===== config.mk =====
export PLATFORM = sky130hd
export DESIGN_NAME = instruction_fetch_unit
export DESIGN_NICKNAME = d
export VERILOG_FILES = /design/src/rtl/instruction_fetch_unit.sv
export SDC_FILE = /design/constraint.sdc
export NUM_CORES = 1
export LEC_CHECK = 0
export ABC_CLOCK_PERIOD_IN_PS = 2860
export CORE_UTILIZATION = 40
export CTS_CLUSTER_DIAMETER = 60
export CTS_CLUSTER_SIZE = 14
export DETAILED_ROUTE_END_ITERATION = 10
export PLACE_DENSITY = 0.83
export RECOVER_POWER = 50
export SKIP_CTS_REPAIR_TIMING = 1
export SLEW_MARGIN = 10
export SYNTH_ARGS = -nofsm -noshare
export SYNTH_HDL_FRONTEND = slang
export SYNTH_SLANG_ARGS = --single-unit

===== constraint.sdc =====
create_clock -name clk -period 2.86 [get_ports clk]
set_clock_uncertainty 0.15 [all_clocks]
set_input_delay 0.572 -clock clk [delete_from_list [all_inputs] [get_ports clk]]
set_output_delay 0.572 -clock clk [all_outputs]
set_load 0.02 [all_outputs]

===== src/rtl/instruction_fetch_unit.sv =====
// Fetch stage of the multi-cycle KGP-RISC core: owns the PC, reads instruction memory and
// holds one instruction at a time for the downstream datapath.
module instruction_fetch_unit #(
  parameter int          ADDR_WIDTH  = 10,
  parameter int          MEM_LATENCY = 1,
  parameter logic [31:0] RESET_PC    = 32'h0000_0000
) (
  input  logic                  clk,
  input  logic                  rst,
  input  logic                  stall,
  input  logic                  branch_taken,
  input  logic [31:0]           branch_target,
  output logic                  imem_rd_en,
  output logic [ADDR_WIDTH-1:0] imem_addr,
  input  logic [31:0]           imem_rdata,
  output logic [31:0]           instr,
  output logic [5:0]            opcode,
  output logic [31:0]           pc,
  output logic [31:0]           pc_plus4,
  output logic                  instr_valid,
  output logic [1:0]            dbg_state_o
);

  // Handshake: instr/opcode/pc are valid while instr_valid is high; the instruction is
  // consumed on any clock edge where instr_valid is high and stall is low. No new read is
  // issued until the held instruction is consumed or a branch redirects the PC.

  localparam int CW = (MEM_LATENCY > 1) ? $clog2(MEM_LATENCY) : 1;

  typedef enum logic [1:0] {
    IDLE  = 2'd0,
    FETCH = 2'd1,
    WAIT  = 2'd2,
    HOLD  = 2'd3
  } state_e;

  state_e        state_q;
  logic [31:0]   pc_q;
  logic [31:0]   instr_q;
  logic          valid_q;
  logic          rd_en_q;
  logic [CW-1:0] cnt_q;

  // rd_en_q is set on every transition into FETCH so the strobe lines up with that state.
  always_ff @(posedge clk) begin
    if (rst) begin
      state_q <= IDLE;
      pc_q    <= RESET_PC & ~32'h3;
      instr_q <= 32'h0;
      valid_q <= 1'b0;
      rd_en_q <= 1'b0;
      cnt_q   <= '0;
    end else begin
      rd_en_q <= 1'b0;
      if (branch_taken && (state_q != IDLE)) begin
        // Redirect drops any in-flight read; instr_q keeps its old value.
        pc_q    <= branch_target & ~32'h3;
        valid_q <= 1'b0;
        state_q <= FETCH;
        rd_en_q <= 1'b1;
      end else begin
        case (state_q)
          IDLE: begin
            state_q <= FETCH;
            rd_en_q <= 1'b1;
          end
          FETCH: begin
            cnt_q   <= CW'(MEM_LATENCY - 1);
            state_q <= WAIT;
          end
          WAIT: begin
            if (cnt_q == '0) begin
              instr_q <= imem_rdata;
              valid_q <= 1'b1;
              state_q <= HOLD;
            end else begin
              cnt_q <= cnt_q - 1'b1;
            end
          end
          HOLD: begin
            if (!stall) begin
              pc_q    <= pc_q + 32'd4;
              valid_q <= 1'b0;
              state_q <= FETCH;
              rd_en_q <= 1'b1;
            end
          end
          default: state_q <= IDLE;
        endcase
      end
    end
  end

  assign imem_rd_en  = rd_en_q;
  assign imem_addr   = pc_q[ADDR_WIDTH+1:2];
  assign instr       = instr_q;
  assign opcode      = instr_q[31:26];
  assign pc          = pc_q;
  assign pc_plus4    = pc_q + 32'd4;
  assign instr_valid = valid_q;
  assign dbg_state_o = state_q;

endmodule


==> summary.txt <==
Outcome
  • Outcome: finished, final reports clean

Timing
  • Slew margin rel.: between 20 and 25%
  • Tmin final: approximately 2.7 ns
  • RSZ-0062 raised after global routing: yes
  • Setup_tns: 0 ns
  • Hold WS: around 0.3 ns
  • Setup-failing EPs final: 0
  • Fin. max-slew vios: 0
  • Fmax: between 0.3 and 0.4 GHz
  • Period utilisation layout: about 96%
  • Final hold viol count: 0
  • Worst Tran Pin Value: around 1.1 ns

Worst setup path
  • CP cell instances: ha_1 -> and3_2 -> buf_4 -> xor2_1 -> clkdlybuf4s50_1
  • Crit path buffers/inverters: 2
  • Critical path's largest stage delay: 0.63 ns
  • Critical path type: register to output port
  • Crit path DAT: 2.02 ns
  • Critical Path RT: 2.14 ns
  • Critical path capture point: pc_plus4[6]
  • Worst reg2reg setup slack: 0.35 ns
  • Crit end category: output port
  • R2R depth: 8
  • WP depth: 5
  • Crit path launch: pc[2]$_SDFFE_PP0P_
  • R2r endpoint: instr[29]$_SDFFE_PP0P_
  • Startpoint class of the critical path: register
  • Crit-path leading delay family: buffers and inverters
  • Start of the worst register-to-register path: dbg_state_o[1]$_SDFFE_PP0P_
  • CP max-delay cell: clkdlybuf4s50_1
  • Crit path max fanout: 5

Run
  • Max Cap Viol: 0

Route
  • ANT nets after route: 0
  • Initial DRC count: 174
  • DRT Pass-1 Iters: 4
  • Drc violations: 0
  • Final Routed Wirelength: 10.9 mm
  • DR vias: between 3,000 and 4,000
  • Routed vias/inst: about 5.1
  • Drt wl/cell: approximately 15 microns

Power and ir drop
  • Final Power: ~2.9 mW
  • PwrDens: 510 nW/um^2
  • Leakage: 2.61 nW
  • Worst VDD drop: roughly 0.27 mV

Synth
  • Mapped Cells: 445
  • Most instantiated cells after synthesis: 86 x nand2_1, 66 x dfxtp_1, 42 x nor2_1
  • Synth area leaders: dfxtp_1 37%, nand2_1 9.0%, xnor2_1 6.1%
  • Mapped cell area: about 3600 sq um
  • Most common cell in the synthesized netlist: nand2_1
  • Yosys reg bits: 66
  • Share of the synthesized area in the top cell type: a little under two fifths
  • Count of different cell masters after synthesis: 40
  • EDFF count, synth: 0
  • Leading area contributor after synthesis: dfxtp_1
  • Register area share after synthesis: between 30% and 40%
  • Synth Flop Type: dfxtp_1
  • Asr flop ratio synth: 0%
  • Syn_area_per_cell: 8.02 sq um
  • Syn. warnings: 0

Floorplanning
  • Initial Util: roughly 41%
  • Die X: between 90 and 100 microns
  • Die ar.: between 9000 and 10,000 sq um
  • IO Pins: roughly 180
  • Die H: between 90 and 100 microns
  • Num rows: 34
  • Core area: approximately 8700 sq um

CTS
  • TritonCTS clock tree: yes
  • Clock Latency Late Sink: about 0.34 ns
  • TritonCTS Sinks: 66
  • Clock root buffer: clkbuf_8
  • H-tree Lvls: 3
  • Worst-path clk slew: ~0.07 ns
  • Clock Path Buffers: 2
  • CTS buffer count: 9

Placed design
  • PortBufs: around 180
  • Final HPWL DP: 7.97 mm
  • Gpl congestion: between 0.8 and 0.9

GRT
  • GRT Util Overall: between 20% and 30%
  • Largest net degree at the start of global routing: between 50 and 60
  • Initial antenna violation count: 0
  • GRT overflow: 0
  • Vias in the first global route: 3,458
  • First-pass GRT wire length: roughly 16 mm

Finish
  • Share of cells above drive strength 1: 12.8%
  • Nets: 694
  • Syn-to-layout area delta: 61.3%
  • Ant diodes: 0

Min path
  • Min-delay worst type: register to register
==> layout by cell type (no fill, tap or decap), types with 3 or more instances in the layout <==
cell type / Yosys / routed
clkdlybuf4s50_1: 0 / 97
nand2_1: 86 / 86
dfxtp_1: 66 / 66
dlygate4sd3_1: 0 / 54
nor2_1: 42 / 41
buf_4: 21 / 40
a21oi_1: 35 / 35
xnor2_1: 25 / 25
xor2_1: 22 / 22
dlymetal6s2s_1: 0 / 20
a211oi_1: 18 / 19
nand3_1: 10 / 10
nor3_1: 12 / 9
clkbuf_8: 0 / 9
nand4_1: 6 / 6
a311oi_1: 6 / 6
and4_1: 6 / 5
a22oi_1: 5 / 5
o2bb2ai_1: 5 / 5
o21ai_0: 5 / 5
ha_1: 5 / 5
clkbuf_2: 1 / 5
inv_1: 4 / 4
nor3_2: 1 / 4
conb_1: 1 / 4
nand4_4: 2 / 3
nor4_2: 5 / 3
nor2b_1: 3 / 3
or3_1: 3 / 3
==> final cells by class <==
cell class / count / area [sq um]
clock buffers: 10 / 128
clock inverters: 6 / 90.1
fillers: 726 / 2920
inverters: 4 / 15.0
multi-input cells: 322 / 1970
flip-flops and latches: 66 / 1320
well taps: 108 / 135
repair buffers: 218 / 2100
==> how the worst min path moves through the flow <==
stage / start / slack (ns) / depth (start not counted) / to
CTS: instr[7]$_SDFFE_PP0P_ / 0.31 / 2 / instr[7]$_SDFFE_PP0P_
detailed placement: instr[7]$_SDFFE_PP0P_ / 0.30 / 2 / instr[7]$_SDFFE_PP0P_
finish: instr[7]$_SDFFE_PP0P_ / 0.31 / 2 / instr[7]$_SDFFE_PP0P_
global placement: instr[24]$_SDFFE_PP0P_ / 0.29 / 2 / instr[24]$_SDFFE_PP0P_
floorplan: instr[11]$_SDFFE_PP0P_ / 0.38 / 2 / instr[11]$_SDFFE_PP0P_
global route: instr[12]$_SDFFE_PP0P_ / 0.33 / 2 / instr[12]$_SDFFE_PP0P_
==> where the power goes <==
part | internal, mW | switching (mW)
sequential | 1.00 | 0.0640
clock | 0.494 | 0.377
combinational | 0.473 | 0.526
total | 1.97 | 0.966
==> metrics by stage <==
stage | instances | utilization [%] | worst slack [ns] | cell area [sq um]
after floorplan | 448 | - | 0.218 | 3580
after global placement | 718 | 63.1 | 0.0333 | 5480
after detailed placement | 718 | 63.1 | 0.0551 | 5480
after CTS | 734 | 65.6 | -0.357 | 5700
after global routing | 734 | 66.3 | -0.0140 | 5760
final | 734 | 66.3 | 0.115 | 5760
==> registers in the layout, indices dropped and copies added, names as in the netlist <==
| name | cells |
|---|---|
| pc | 30 |
| instr_valid | 1 |
| dbg_state_o | 2 |
| imem_rd_en | 1 |
| instr | 32 |
==> layer usage <==
layer	GRT usage (%)	share of wire [%]
met1	29.7	43
met2	38.7	50
met3	3.05	6.0
met4	8.09	1.3
met5	0	0
==> tightest hold or removal path, stage by stage (launching register included) <==
cell,delay [ns]
dfxtp_1,0.31
nand2_1,0.05
a21oi_1,0.05
==> cells by family after synthesis <==
logic type	Yosys count	share of synthesized area (%)
adders and majority gates	5	1.75
DFF	66	37.0
AOI/OAI and AO/OA	76	13.7
other	1	0.105
and+or+nand+nor	189	26.4
xor gates and xnor gates	47	11.5
buffers and inverters	60	9.25
muxes	1	0.280
No activity file was read; power rests on OpenSTA's default activity.
